<file path="config.mk">
export PLATFORM = sky130hd
export DESIGN_NAME = operand_fetch
export DESIGN_NICKNAME = d
export VERILOG_FILES = /design/src/rtl/cpu_pkg.sv /design/src/rtl/reg_scoreboard.sv /design/src/rtl/operand_fetch.sv
export SDC_FILE = /design/constraint.sdc
export NUM_CORES = 1
export LEC_CHECK = 0
export BUFFER_PORTS_ARGS = -buffer_cell sky130_fd_sc_hd__buf_4
export CORE_AREA = 2 2 125 127
export DETAILED_ROUTE_END_ITERATION = 8
export DIE_AREA = 0 0 127 129
export SLEW_MARGIN = 20
export SYNTH_ARGS = -nofsm -noshare
export SYNTH_HDL_FRONTEND = slang
export SYNTH_SLANG_ARGS = --single-unit
</file>
<file path="constraint.sdc">
create_clock -name clk -period 2.1 [get_ports clk]
set_input_delay 0.105 -clock clk [delete_from_list [all_inputs] [get_ports clk]]
set_output_delay 0.105 -clock clk [all_outputs]
set_load 0.01 [all_outputs]
</file>
<file path="src/rtl/cpu_pkg.sv">
`default_nettype none
// ============================================================================
//  Module      : cpu_pkg
//  Description : Shared constants, opcode encoding, the operand bundle type
//                and a one-hot helper for the operand-fetch stage.
//  Revision    : 1.0 - initial release
// ============================================================================
package cpu_pkg;

  localparam int DATA_W = 16;
  localparam int NREG   = 8;
  localparam int RIDX_W = 3;
  localparam int OPC_W  = 4;

  // Full 4-bit opcode space, so any decoded value maps onto a legal member
  typedef enum logic [OPC_W-1:0] {
    OP_NOP  = 4'h0,
    OP_ADD  = 4'h1,
    OP_SUB  = 4'h2,
    OP_AND  = 4'h3,
    OP_OR   = 4'h4,
    OP_XOR  = 4'h5,
    OP_SLL  = 4'h6,
    OP_SRL  = 4'h7,
    OP_LI   = 4'h8,
    OP_LD   = 4'h9,
    OP_ST   = 4'hA,
    OP_BEQ  = 4'hB,
    OP_BNE  = 4'hC,
    OP_JMP  = 4'hD,
    OP_MOV  = 4'hE,
    OP_HALT = 4'hF
  } opcode_e;

  // Operand bundle handed to the execute stage
  typedef struct packed {
    opcode_e             opcode;
    logic [RIDX_W-1:0]   rd;
    logic                writes_rd;
    logic [DATA_W-1:0]   a;
    logic [DATA_W-1:0]   b;
    logic [DATA_W-1:0]   imm;
  } bundle_t;

  // Register index to one-hot register mask
  function automatic logic [NREG-1:0] onehot(input logic [RIDX_W-1:0] idx);
    logic [NREG-1:0] v;
    v      = '0;
    v[idx] = 1'b1;
    return v;
  endfunction

endpackage
`default_nettype wire

</file>
<file path="src/rtl/reg_scoreboard.sv">
`default_nettype none
// ============================================================================
//  Module      : reg_scoreboard
//  Description : Busy-register scoreboard. Tracks registers with a pending
//                writeback and flags RAW/WAW hazards for the instruction
//                currently offered to the operand-fetch stage.
//  Revision    : 1.0 - initial release
// ============================================================================
module reg_scoreboard
  import cpu_pkg::*;
(
  input  logic              clk,
  input  logic              rst,
  input  logic              wb_load_i,
  input  logic [RIDX_W-1:0] wb_rd_i,
  input  logic              use_rs1_i,
  input  logic [RIDX_W-1:0] rs1_i,
  input  logic              use_rs2_i,
  input  logic [RIDX_W-1:0] rs2_i,
  input  logic              writes_rd_i,
  input  logic [RIDX_W-1:0] rd_i,
  input  logic              accept_i,
  output logic              hazard_o,
  output logic [NREG-1:0]   busy_vec_o
);

  logic [NREG-1:0] busy_q;
  logic [NREG-1:0] busy_d;
  logic [NREG-1:0] clr;
  logic [NREG-1:0] set;
  logic [NREG-1:0] eff_busy;

  // A writeback this cycle lands in the bank on the falling edge, so its
  // register is already readable at the next rising edge: treat it as free.
  assign clr      = wb_load_i ? onehot(wb_rd_i) : '0;
  assign eff_busy = busy_q & ~clr;

  // Lookups use state before this instruction's own set, so rd == rs1 is not
  // a self-hazard.
  assign hazard_o = (use_rs1_i   & eff_busy[rs1_i]) |
                    (use_rs2_i   & eff_busy[rs2_i]) |
                    (writes_rd_i & eff_busy[rd_i]);

  // Set is applied after clear so a same-index set/clear leaves the bit busy.
  assign set    = (accept_i & writes_rd_i) ? onehot(rd_i) : '0;
  assign busy_d = eff_busy | set;

  // Scoreboard state register
  always_ff @(posedge clk) begin
    if (rst) begin
      busy_q <= '0;
    end else begin
      busy_q <= busy_d;
    end
  end

  assign busy_vec_o = busy_q;

endmodule
`default_nettype wire

</file>
<file path="src/rtl/operand_fetch.sv">
`default_nettype none
// ============================================================================
//  Module      : operand_fetch
//  Description : Decode-to-execute operand stage. Accepts one decoded
//                instruction per handshake, selects source operands from the
//                register bank's parallel read outputs, stalls on hazards
//                against pending writebacks and registers the operand bundle
//                toward the ALU with valid/ready flow control.
//  Revision    : 1.0 - initial release
// ============================================================================
module operand_fetch
  import cpu_pkg::*;
(
  input  logic              clk,
  input  logic              rst,
  input  logic              in_valid,
  output logic              in_ready,
  input  logic [OPC_W-1:0]  in_opcode,
  input  logic [RIDX_W-1:0] in_rd,
  input  logic [RIDX_W-1:0] in_rs1,
  input  logic [RIDX_W-1:0] in_rs2,
  input  logic              in_use_rs1,
  input  logic              in_use_rs2,
  input  logic              in_writes_rd,
  input  logic [DATA_W-1:0] in_imm,
  input  logic [DATA_W-1:0] reg_q0,
  input  logic [DATA_W-1:0] reg_q1,
  input  logic [DATA_W-1:0] reg_q2,
  input  logic [DATA_W-1:0] reg_q3,
  input  logic [DATA_W-1:0] reg_q4,
  input  logic [DATA_W-1:0] reg_q5,
  input  logic [DATA_W-1:0] reg_q6,
  input  logic [DATA_W-1:0] reg_q7,
  input  logic              wb_load,
  input  logic [RIDX_W-1:0] wb_rd,
  output logic              out_valid,
  input  logic              out_ready,
  output logic [OPC_W-1:0]  out_opcode,
  output logic [RIDX_W-1:0] out_rd,
  output logic              out_writes_rd,
  output logic [DATA_W-1:0] out_a,
  output logic [DATA_W-1:0] out_b,
  output logic [DATA_W-1:0] out_imm,
  output logic [NREG-1:0]   busy_vec
);

  logic [DATA_W-1:0] bank_rd [NREG];
  logic              hazard;
  logic              accept;
  logic              out_valid_q;
  bundle_t           out_q;
  bundle_t           out_d;

  assign bank_rd[0] = reg_q0;
  assign bank_rd[1] = reg_q1;
  assign bank_rd[2] = reg_q2;
  assign bank_rd[3] = reg_q3;
  assign bank_rd[4] = reg_q4;
  assign bank_rd[5] = reg_q5;
  assign bank_rd[6] = reg_q6;
  assign bank_rd[7] = reg_q7;

  reg_scoreboard u_scoreboard (
    .clk         (clk),
    .rst         (rst),
    .wb_load_i   (wb_load),
    .wb_rd_i     (wb_rd),
    .use_rs1_i   (in_use_rs1),
    .rs1_i       (in_rs1),
    .use_rs2_i   (in_use_rs2),
    .rs2_i       (in_rs2),
    .writes_rd_i (in_writes_rd),
    .rd_i        (in_rd),
    .accept_i    (accept),
    .hazard_o    (hazard),
    .busy_vec_o  (busy_vec)
  );

  // Ready is independent of in_valid: only hazards and a stuck output block it
  assign in_ready = ~hazard & (~out_valid_q | out_ready);
  assign accept   = in_valid & in_ready;

  // Next bundle: load selected operands on accept, otherwise hold
  always_comb begin
    out_d = out_q;
    if (accept) begin
      out_d.opcode    = opcode_e'(in_opcode);
      out_d.rd        = in_rd;
      out_d.writes_rd = in_writes_rd;
      out_d.a         = in_use_rs1 ? bank_rd[in_rs1] : '0;
      out_d.b         = in_use_rs2 ? bank_rd[in_rs2] : '0;
      out_d.imm       = in_imm;
    end
  end

  // Output register and valid tracking; reset drops any in-flight bundle
  always_ff @(posedge clk) begin
    if (rst) begin
      out_q       <= '0;
      out_valid_q <= 1'b0;
    end else begin
      out_q <= out_d;
      if (accept) begin
        out_valid_q <= 1'b1;
      end else if (out_ready) begin
        out_valid_q <= 1'b0;
      end
    end
  end

  assign out_valid     = out_valid_q;
  assign out_opcode    = out_q.opcode;
  assign out_rd        = out_q.rd;
  assign out_writes_rd = out_q.writes_rd;
  assign out_a         = out_q.a;
  assign out_b         = out_q.b;
  assign out_imm       = out_q.imm;

endmodule
`default_nettype wire

</file>
==> After elaboration in Yosys (flattened, before gate mapping) <==
Cells that the tools add are included.
{ "word_totals": {"input_bits": 168, "ff_bits": 65, "elab_cells": 57, "out_inout_bits": 66} }
{ "op_classes": {"bitwise_logic": 16, "n_lt_le_gt_ge": 8, "mux": 22, "reduce_logical": 3} }
{ "op_table": {"columns": ["operator", "n"], "rows": [
  ["binary-select mux 16 bit (select 3 bit)", 2],
  ["2-to-1 mux 16 bit", 6],
  ["< comparator 3 x 4 -> 1 bit, second input constant", 4],
  ["2-to-1 mux 8 bit", 2],
  ["binary-select mux 1 bit (select 3 bit)", 3],
  ["bitwise AND 8 bit", 1],
  [">= comparator 4 bit, second input constant", 2],
  ["inverter 3 -> 4 bit", 2],
  ["inverter 8 bit", 1],
  ["bitwise OR 8 bit", 1],
  ["2-to-1 mux 1 bit", 7],
  ["bitwise AND 1 bit", 6],
  ["demux 1 bit (select 3 bit)", 2],
  [">= comparator 3 x 1 -> 1 bit, second input constant", 2],
  ["bitwise OR 1 bit", 3],
  ["logical AND 1 bit", 2],
  ["inverter 1 bit", 2],
  ["nonzero test 2 bit", 1]
]} }

==> Depth between registers and ports, before layout <==
Gate-level depths: netlist (run 1).
{ "depth": {"ltp_word": 18, "ltp_mapped": 9, "depth_no_buf": 6} }

==> Modules after synthesis <==
From an unflattened synthesis (run 1), not the netlist that was laid out.
{ "hier_totals": {"hier_cells": 553, "area_unflattened_um2": 5166.2} }
{ "modules_own_cells": {"columns": ["mod", "area_per_inst_um2", "seq_area_each_um2", "cells_each", "n_inst"], "rows": [
  ["operand_fetch", 4511.8, 1141.1, 467, 1],
  ["reg_scoreboard", 654.4, 160.2, 86, 1]
]} }

==> Least setup slack after synthesis (run 1) <==
OpenSTA, ideal clock, no wires.
{ "synth_timing": {"path_kind": "register to register", "start": "register u_scoreboard.busy_q[1] (netlist: u_scoreboard.busy_vec_o[1])", "end": "register out_q, in the netlist out_rd[0]", "n_path_buf": 1, "path_slack_ns": 0.291, "required_time_ns": 1.977, "period_less_slack_ns": 1.809, "setup_time_ns": 0.123, "t_arrival_ns": 1.685, "stages_incl_launch_ff": 8, "cell_sequence": "dfxtp_1 -> nor2b_1 -> a32oi_1 -> a32o_1 -> nand4bb_1 -> nand3_2 -> buf_6 -> mux2_1"} }
{ "synth_between": {"elab_chain_cells": 9, "word_cells_on_any_way": 15, "classes_between": "mux: 6; bitwise: 9"} }
{ "synth_lines": {"columns": ["item", "line", "text"], "rows": [
  ["from (decl)", "reg_scoreboard.sv:27", "logic [NREG-1:0] busy_q;"],
  ["from (signal assigned)", "reg_scoreboard.sv:53", "busy_q <= busy_d;"],
  ["bitwise AND 8 bit *", "reg_scoreboard.sv:36", "assign eff_busy = busy_q & ~clr;"],
  ["binary-select mux 1 bit (select 3 bit), on equally long branches", "reg_scoreboard.sv:40, reg_scoreboard.sv:41", null],
  ["2-to-1 mux 1 bit, on equally long branches", "reg_scoreboard.sv:40, reg_scoreboard.sv:41", null],
  ["bitwise AND 1 bit, on equally long branches", "reg_scoreboard.sv:40, reg_scoreboard.sv:41", null],
  ["bitwise OR 1 bit", "reg_scoreboard.sv:40", "assign hazard_o = (use_rs1_i & eff_busy[rs1_i]) |"],
  ["bitwise OR 1 bit *", "reg_scoreboard.sv:41", "(use_rs2_i & eff_busy[rs2_i]) |"],
  ["inverter 1 bit *", "operand_fetch.sv:80", "assign in_ready = ~hazard & (~out_valid_q | out_ready);"],
  ["bitwise AND 1 bit *", "operand_fetch.sv:80", null],
  ["bitwise AND 1 bit *", "operand_fetch.sv:81", "assign accept = in_valid & in_ready;"],
  ["to (signal assigned)", "operand_fetch.sv:102", "out_q <= out_d;"],
  ["to (decl)", "operand_fetch.sv:51", "bundle_t out_q;"]
]} }
Mark *: on every way between the ends. The rest lies on a longest branch, timed or not. The select of a mux whose other input is x is not followed.
A chain may end at the register's enable or synchronous reset.

==> Worst setup path after layout (run 1) <==
{ "layout_timing": {"start": "register u_scoreboard.busy_q[3] (netlist: u_scoreboard.busy_vec_o[3])", "end": "output port in_ready"} }
{ "layout_between": {"elab_chain_cells": 8, "word_cells_on_any_way": 14, "classes_between": "mux: 6; bitwise: 8"} }
{ "layout_lines": {"columns": ["item", "line", "text"], "rows": [
  ["bitwise AND 8 bit *", "reg_scoreboard.sv:36", null],
  ["binary-select mux 1 bit (select 3 bit), on equally long branches", "reg_scoreboard.sv:40, reg_scoreboard.sv:41", null],
  ["2-to-1 mux 1 bit, on equally long branches", "reg_scoreboard.sv:40, reg_scoreboard.sv:41", null],
  ["bitwise AND 1 bit, on equally long branches", "reg_scoreboard.sv:40, reg_scoreboard.sv:41", null],
  ["bitwise OR 1 bit", "reg_scoreboard.sv:40", null],
  ["bitwise OR 1 bit *", "reg_scoreboard.sv:41", null],
  ["inverter 1 bit *", "operand_fetch.sv:80", null],
  ["bitwise AND 1 bit *", "operand_fetch.sv:80", null],
  ["to (decl)", "operand_fetch.sv:17", "output logic in_ready,"]
]} }
Marked as above.

==> flow_summary.yaml, run 1 <==
timing:
  setup_viol: 0
  rsz0062_at_grt: "no"
  slew_viol_final: 0
  whs_ps: 34.4
  slew_headroom_pct: 47.0
  hold_viol_final: 0
  setup_tns_ps: 0
  fmax_mhz: 509
  fin_crit_sh_pct: 93.5
  skew_ps: 5.41
  fin_crit_ps: 1960
  worst_pin_slew_ps: 792
power_and_ir_drop:
  power_density_nw_per_um2: 557
  ir_worst_vdd_v: 0.000357
  p_leak_uw: 0.00308
  total_power_uw: 4050
detailed_routing:
  via_per_inst: 5.26
  vias: 4532
  final_antenna_net_count: 0
  wl_per_cell_um: 18.5
  routed_wl_um: 15900
  drc: 0
  dr.pass1.iters: 4
  drt_iter0_drc: 258
worst_setup_path:
  crit_type: "reg2out"
  worstPathMaxFanout: 5
  start_kind: "flip-flop"
  cp-end-kind: "primary output"
  arrival_ps: 1860
  r2r_slack_ps: 200
  cp.required_ps: 2000
finish:
  final_layout_size_suffix_gt1_share_pct: 53.9
  antenna_cells: 0
  final_cell_area_um2: 7280
  layout.nets: 837
  syn2layout_area_growth_pct: 44.3
yosys:
  muxShareOfSynthArea_pct: 46.7
  seq_area_frac_synth_pct: 25.8
  ys_warn_count: 0
  synth-compound-area-share_pct: 4.29
  syn_inst: 456
  yosysUniqueCellTypes: 39
  synth_xor_area_share_pct: 0
  ys_ff_latch: 65
  synthAdderAreaFrac_pct: 0
  async_reset_ff_share_pct: 0
  synth.avg_cell_area_um2: 11.1
  synth_area_um2: 5040
  synth_edf_count: 0
  synth_top_family_by_area: "multiplexers"
  ys.flop_type: "dfxtp_1"
  synth_fp_nets: 624
  synthSimpleGateAreaFrac_pct: 19.1
flow_run:
  cap_violations: 0
cts:
  cts-buffers-inserted: 9
  cts_hold_buf: 0
  clkTransAtPathRegs_ps: 60
  cts_tree: "built"
  clkSinkCount: 65
  root_buffer: "clkbuf_16"
  clk_path_buf_depth: 2
  insertion_delay_ps: 320
  h-tree-depth: 3
floorplan:
  die_w_um: 127
  pin_count: 234
  row_count: 45
  fp.dieH_um: 129
  core_area_um2: 15000
  initial_core_util_pct: 33.7
  dieArea_um2: 16400
global_routing:
  antenna_found_initial: 0
  grt_max_degree: 58
  grt_pass1_wl_um: 24800
  grt_pass1_vias: 4735
  grt_usage_pct: 19.4
  grt_overflow: 0
placement:
  port_buffers: 233
  place_congestion: 0.866
  hpwl_um: 12400
  dpl_cell_area_um2: 6970
hold_path:
  hold_path_class: "in2reg"
run_status:
  status: "completed"
## final timing paths
path                                    startpoint  cells past startpoint                               endpoint
max          u_scoreboard.busy_vec_o[3]$_SDFF_PP0_                      5                               in_ready
min                                       in_rd[0]                      2  u_scoreboard.busy_vec_o[6]$_SDFF_PP0_
max reg2reg  u_scoreboard.busy_vec_o[4]$_SDFF_PP0_                      6                 out_a[12]$_SDFFE_PP0P_
min reg2reg                  out_b[3]$_SDFFE_PP0P_                      2                  out_b[3]$_SDFFE_PP0P_
## cell type report
type                            count  area (um^2)
Clock buffer                       10          239
Fill cell                        1403         7700
Clock inverter                      6         67.6
Inverter                            4         15.0
Tap cell                          188          235
Timing Repair Buffer              244         1880
Sequential cell                    65         1300
Multi-Input combinational cell    345         3540
## per-stage QoR
stage	setup WS [ps]	cells	utilization [%]
6_report	136	862	48.6
5_1_grt	9.81	862	48.6
4_1_cts	85.2	862	48.6
3_5_place_dp	106	846	46.5
3_3_place_gp	160	846	46.5
2_1_floorplan	291	456	-
## critical path: stages (launching register included)
cell       delay [ps]
dfxtp_1           420
a32oi_1           140
a32o_1            280
nand4bb_1         270
and4_1            270
buf_4             150
## cells in the final DEF (no fill, tap or decap), types with 6 or more instances in the layout
| cell | instances |
|---|---|
| o22ai_1 | 6 |
| clkbuf_16 | 9 |
| nor2_1 | 6 |
| nand2_1 | 45 |
| nor2b_1 | 7 |
| mux2_2 | 32 |
| nand2b_1 | 80 |
| dfxtp_1 | 64 |
| nand3_1 | 8 |
| buf_4 | 240 |
| mux4_2 | 64 |
| mux2i_1 | 54 |
## what timing repair did
action	CTS	global route
resized for setup	0	1
endpoints found under the hold margin	0	0
setup endpoints to repair	0	3
buffers inserted	0	0
## cells in the mapped netlist (6+ instances only)
library cell / count / area (um^2)
o22ai_1: 6 / 37.5
nand3_1: 8 / 40.0
nand2_1: 45 / 169
mux4_2: 64 / 1440
nor2_1: 6 / 22.5
clkbuf_1: 24 / 90.1
nand2b_1: 80 / 500
buf_2: 9 / 45.0
mux2_2: 32 / 360
mux2i_1: 54 / 541
dfxtp_1: 65 / 1300
nor2b_1: 9 / 56.3
## flip-flops by register name, summed over array words and instances, names as in the netlist
register	cells
out_opcode	4
u_scoreboard.busy_vec_o	8
out_a	16
out_b	16
out_imm	16
out_rd	3
out_writes_rd	1
out_valid	1
## power by group
| group | internal (uW) | switching [uW] | total, uW |
|---|---|---|---|
| Combinational | 702 | 475 | 1180 |
| Sequential | 1310 | 42.8 | 1350 |
| Clock | 953 | 575 | 1530 |
| Total | 2960 | 1090 | 4050 |
## cell families (layout without fill, tap and decap cells)
| kind of cell | count (synthesis) | after routing |
|---|---|---|
| flip-flops | 65 | 65 |
| multiplexers | 151 | 151 |
| AND/OR/NAND/NOR | 168 | 168 |
| buffers and inverters | 46 | 264 |
| AO/OA/AOI/OAI | 26 | 26 |
## per-layer routing
metal  up-vias  GRT usage [%]  wire length, um
met4         0           6.40              337
met1      2162           23.4             6590
met5         -              0                0
li1       2152              -                -
met2       196           33.3             7750
met3        22           5.70             1270
(Power assumes the default switching activity.)
==> run 2, diff against run 1 <==
CORE_AREA = 4 4 127 129   (was 2 2 125 127)
DIE_AREA = 0 0 131 133   (was 0 0 127 129)
==> run 2 against run 1 <==
Net effect: final area rose by 0.67%; worst setup slack got worse by 36 ps; maximum frequency fell by 1.8%; highest routed layer unchanged.
==> flow_summary.yaml, run 2 (same netlist as run 1, synthesis figures left out) <==
run_status:
  status: "completed"
cts:
  cts_hold_buf: 0
  insertion_delay_ps: 330
  h-tree-depth: 3
  cts-buffers-inserted: 9
  root_buffer: "clkbuf_16"
  cts_tree: "built"
  clkSinkCount: 65
  clk_path_buf_depth: 2
  post_cts_resized: 0
  clkTransAtPathRegs_ps: 50
  post_cts_buffers: 0
floorplan:
  dieArea_um2: 17400
  core_area_um2: 15000
  row_count: 45
  fp.dieH_um: 133
  die_w_um: 131
  initial_core_util_pct: 33.6
  pin_count: 234
global_routing:
  grt_max_degree: 53
  grt_pass1_vias: 4831
  antenna_found_initial: 0
  grt_usage_pct: 18.6
  grt_overflow: 0
  grt_pass1_wl_um: 25500
worst_setup_path:
  crit-reg2reg-launch: "u_scoreboard.busy_vec_o[4]$_SDFF_PP0_"
  r2r_slack_ps: 150
  crit_end: "in_ready"
  worstReg2RegEnd: "out_b[7]$_SDFFE_PP0P_"
  crit_type: "reg2out"
  worstPathMaxFanout: 4
  cp.required_ps: 2000
  cp-end-kind: "primary output"
  reg2regPathDepth: 6
  start_kind: "flip-flop"
  startpoint: "u_scoreboard.busy_vec_o[4]$_SDFF_PP0_"
  arrival_ps: 1890
timing:
  worst_pin_slew_ps: 809
  fin_crit_sh_pct: 95.2
  slew_headroom_pct: 45.8
  fmax_mhz: 500
  fin_crit_ps: 2000
  hold_viol_final: 0
  setup_ws_ps: 100
  slew_viol_final: 0
  rsz0062_at_grt: "no"
  skew_ps: 4.20
  setup_viol: 0
  setup_tns_ps: 0
placement:
  place_ws_ps: 104
  place_congestion: 0.878
  hpwl_um: 13000
  port_buffers: 233
finish:
  final_cell_mix: "buf_4, nand2b_1, dfxtp_1"
  antenna_cells: 0
  fillerInstances: 1374
  final_layout_size_suffix_gt1_share_pct: 53.7
  layout.nets: 837
  final_common_cell: "buf_4"
  syn2layout_area_growth_pct: 45.3
power_and_ir_drop:
  ir_worst_vdd_v: 0.000365
  p_leak_uw: 0.00310
  power_density_nw_per_um2: 580
flow_run:
  cap_violations: 0
detailed_routing:
  vias: 4556
  drc: 0
  via_per_inst: 5.29
  routed_wl_um: 16300
  dr.pass1.iters: 4
  wl_per_cell_um: 18.9
  final_antenna_net_count: 0
  drt_iter0_drc: 257
hold_path:
  hold_path_class: "in2reg"
  worstHoldPathCells: 2
-- run 2: cell count changes in the layout (fill, tap and decap cells not counted), sizes merged --
cell and change:
clkinv -1, clkbuf -1, bufinv +2
-- run 2: through the flow --
step / hold WS (ps) / std cells / utilization [%] / cell area (um^2) / total power (uW)
after floorplan: 224 / 456 / - / 5040 / 2030
after global placement: 374 / 846 / 46.5 / 6980 / 2550
after detailed placement: 371 / 846 / 46.5 / 6980 / 2570
after CTS: 18.2 / 862 / 48.7 / 7330 / 4320
after global routing: 30.7 / 862 / 48.7 / 7330 / 4460
final: 37.3 / 862 / 48.7 / 7330 / 4250
-- run 2: final cells by class --
class                      count  area (um^2)  area share [%]
multi-input combinational    345         3540            48.3
timing repair buffer         244         1890            25.8
clock inverter                 7          119            1.62
sequential                    65         1300            17.8
tap                          188          235            3.21
clock buffer                   9          225            3.07
inverter                       4         15.0           0.205
-- run 2: power by group --
group	switching [uW]	internal, uW	leakage (uW)
Clock	560	1160	0.000162
Combinational	481	707	0.00241
Sequential	41.0	1310	0.000529
Total	1080	3170	0.00310
-- run 2: worst min-delay path by stage --
stage	slack (ps)	startpoint	end
5_1_grt	30	in_rd[0]	u_scoreboard.busy_vec_o[6]$_SDFF_PP0_
3_5_place_dp	370	in_rd[0]	u_scoreboard.busy_vec_o[6]$_SDFF_PP0_
6_report	40	in_rd[0]	u_scoreboard.busy_vec_o[6]$_SDFF_PP0_
3_3_place_gp	370	in_rd[0]	u_scoreboard.busy_vec_o[6]$_SDFF_PP0_
4_1_cts	20	in_rd[0]	u_scoreboard.busy_vec_o[6]$_SDFF_PP0_
2_1_floorplan	220	in_rd[0]	u_scoreboard.busy_vec_o[6]$_SDFF_PP0_
-- run 2: critical path, cell delays in order, from the launching register on --
cell and delay (ps):
dfxtp_1 370, or3b_1 360, a32oi_1 260, nand4_1 220, and4_1 210, buf_4 140
-- run 2: metal layers --
| layer | track usage (%) | share of wire, % | vias to the layer above | routed length, um |
|---|---|---|---|---|
| met5 | 0 | 0 | - | 0 |
| li1 | - | - | 2157 | - |
| met4 | 5.03 | 1.2 | 0 | 191 |
| met2 | 30.4 | 48 | 192 | 7910 |
| met1 | 23.7 | 42 | 2192 | 6820 |
| met3 | 5.89 | 8.5 | 15 | 1390 |
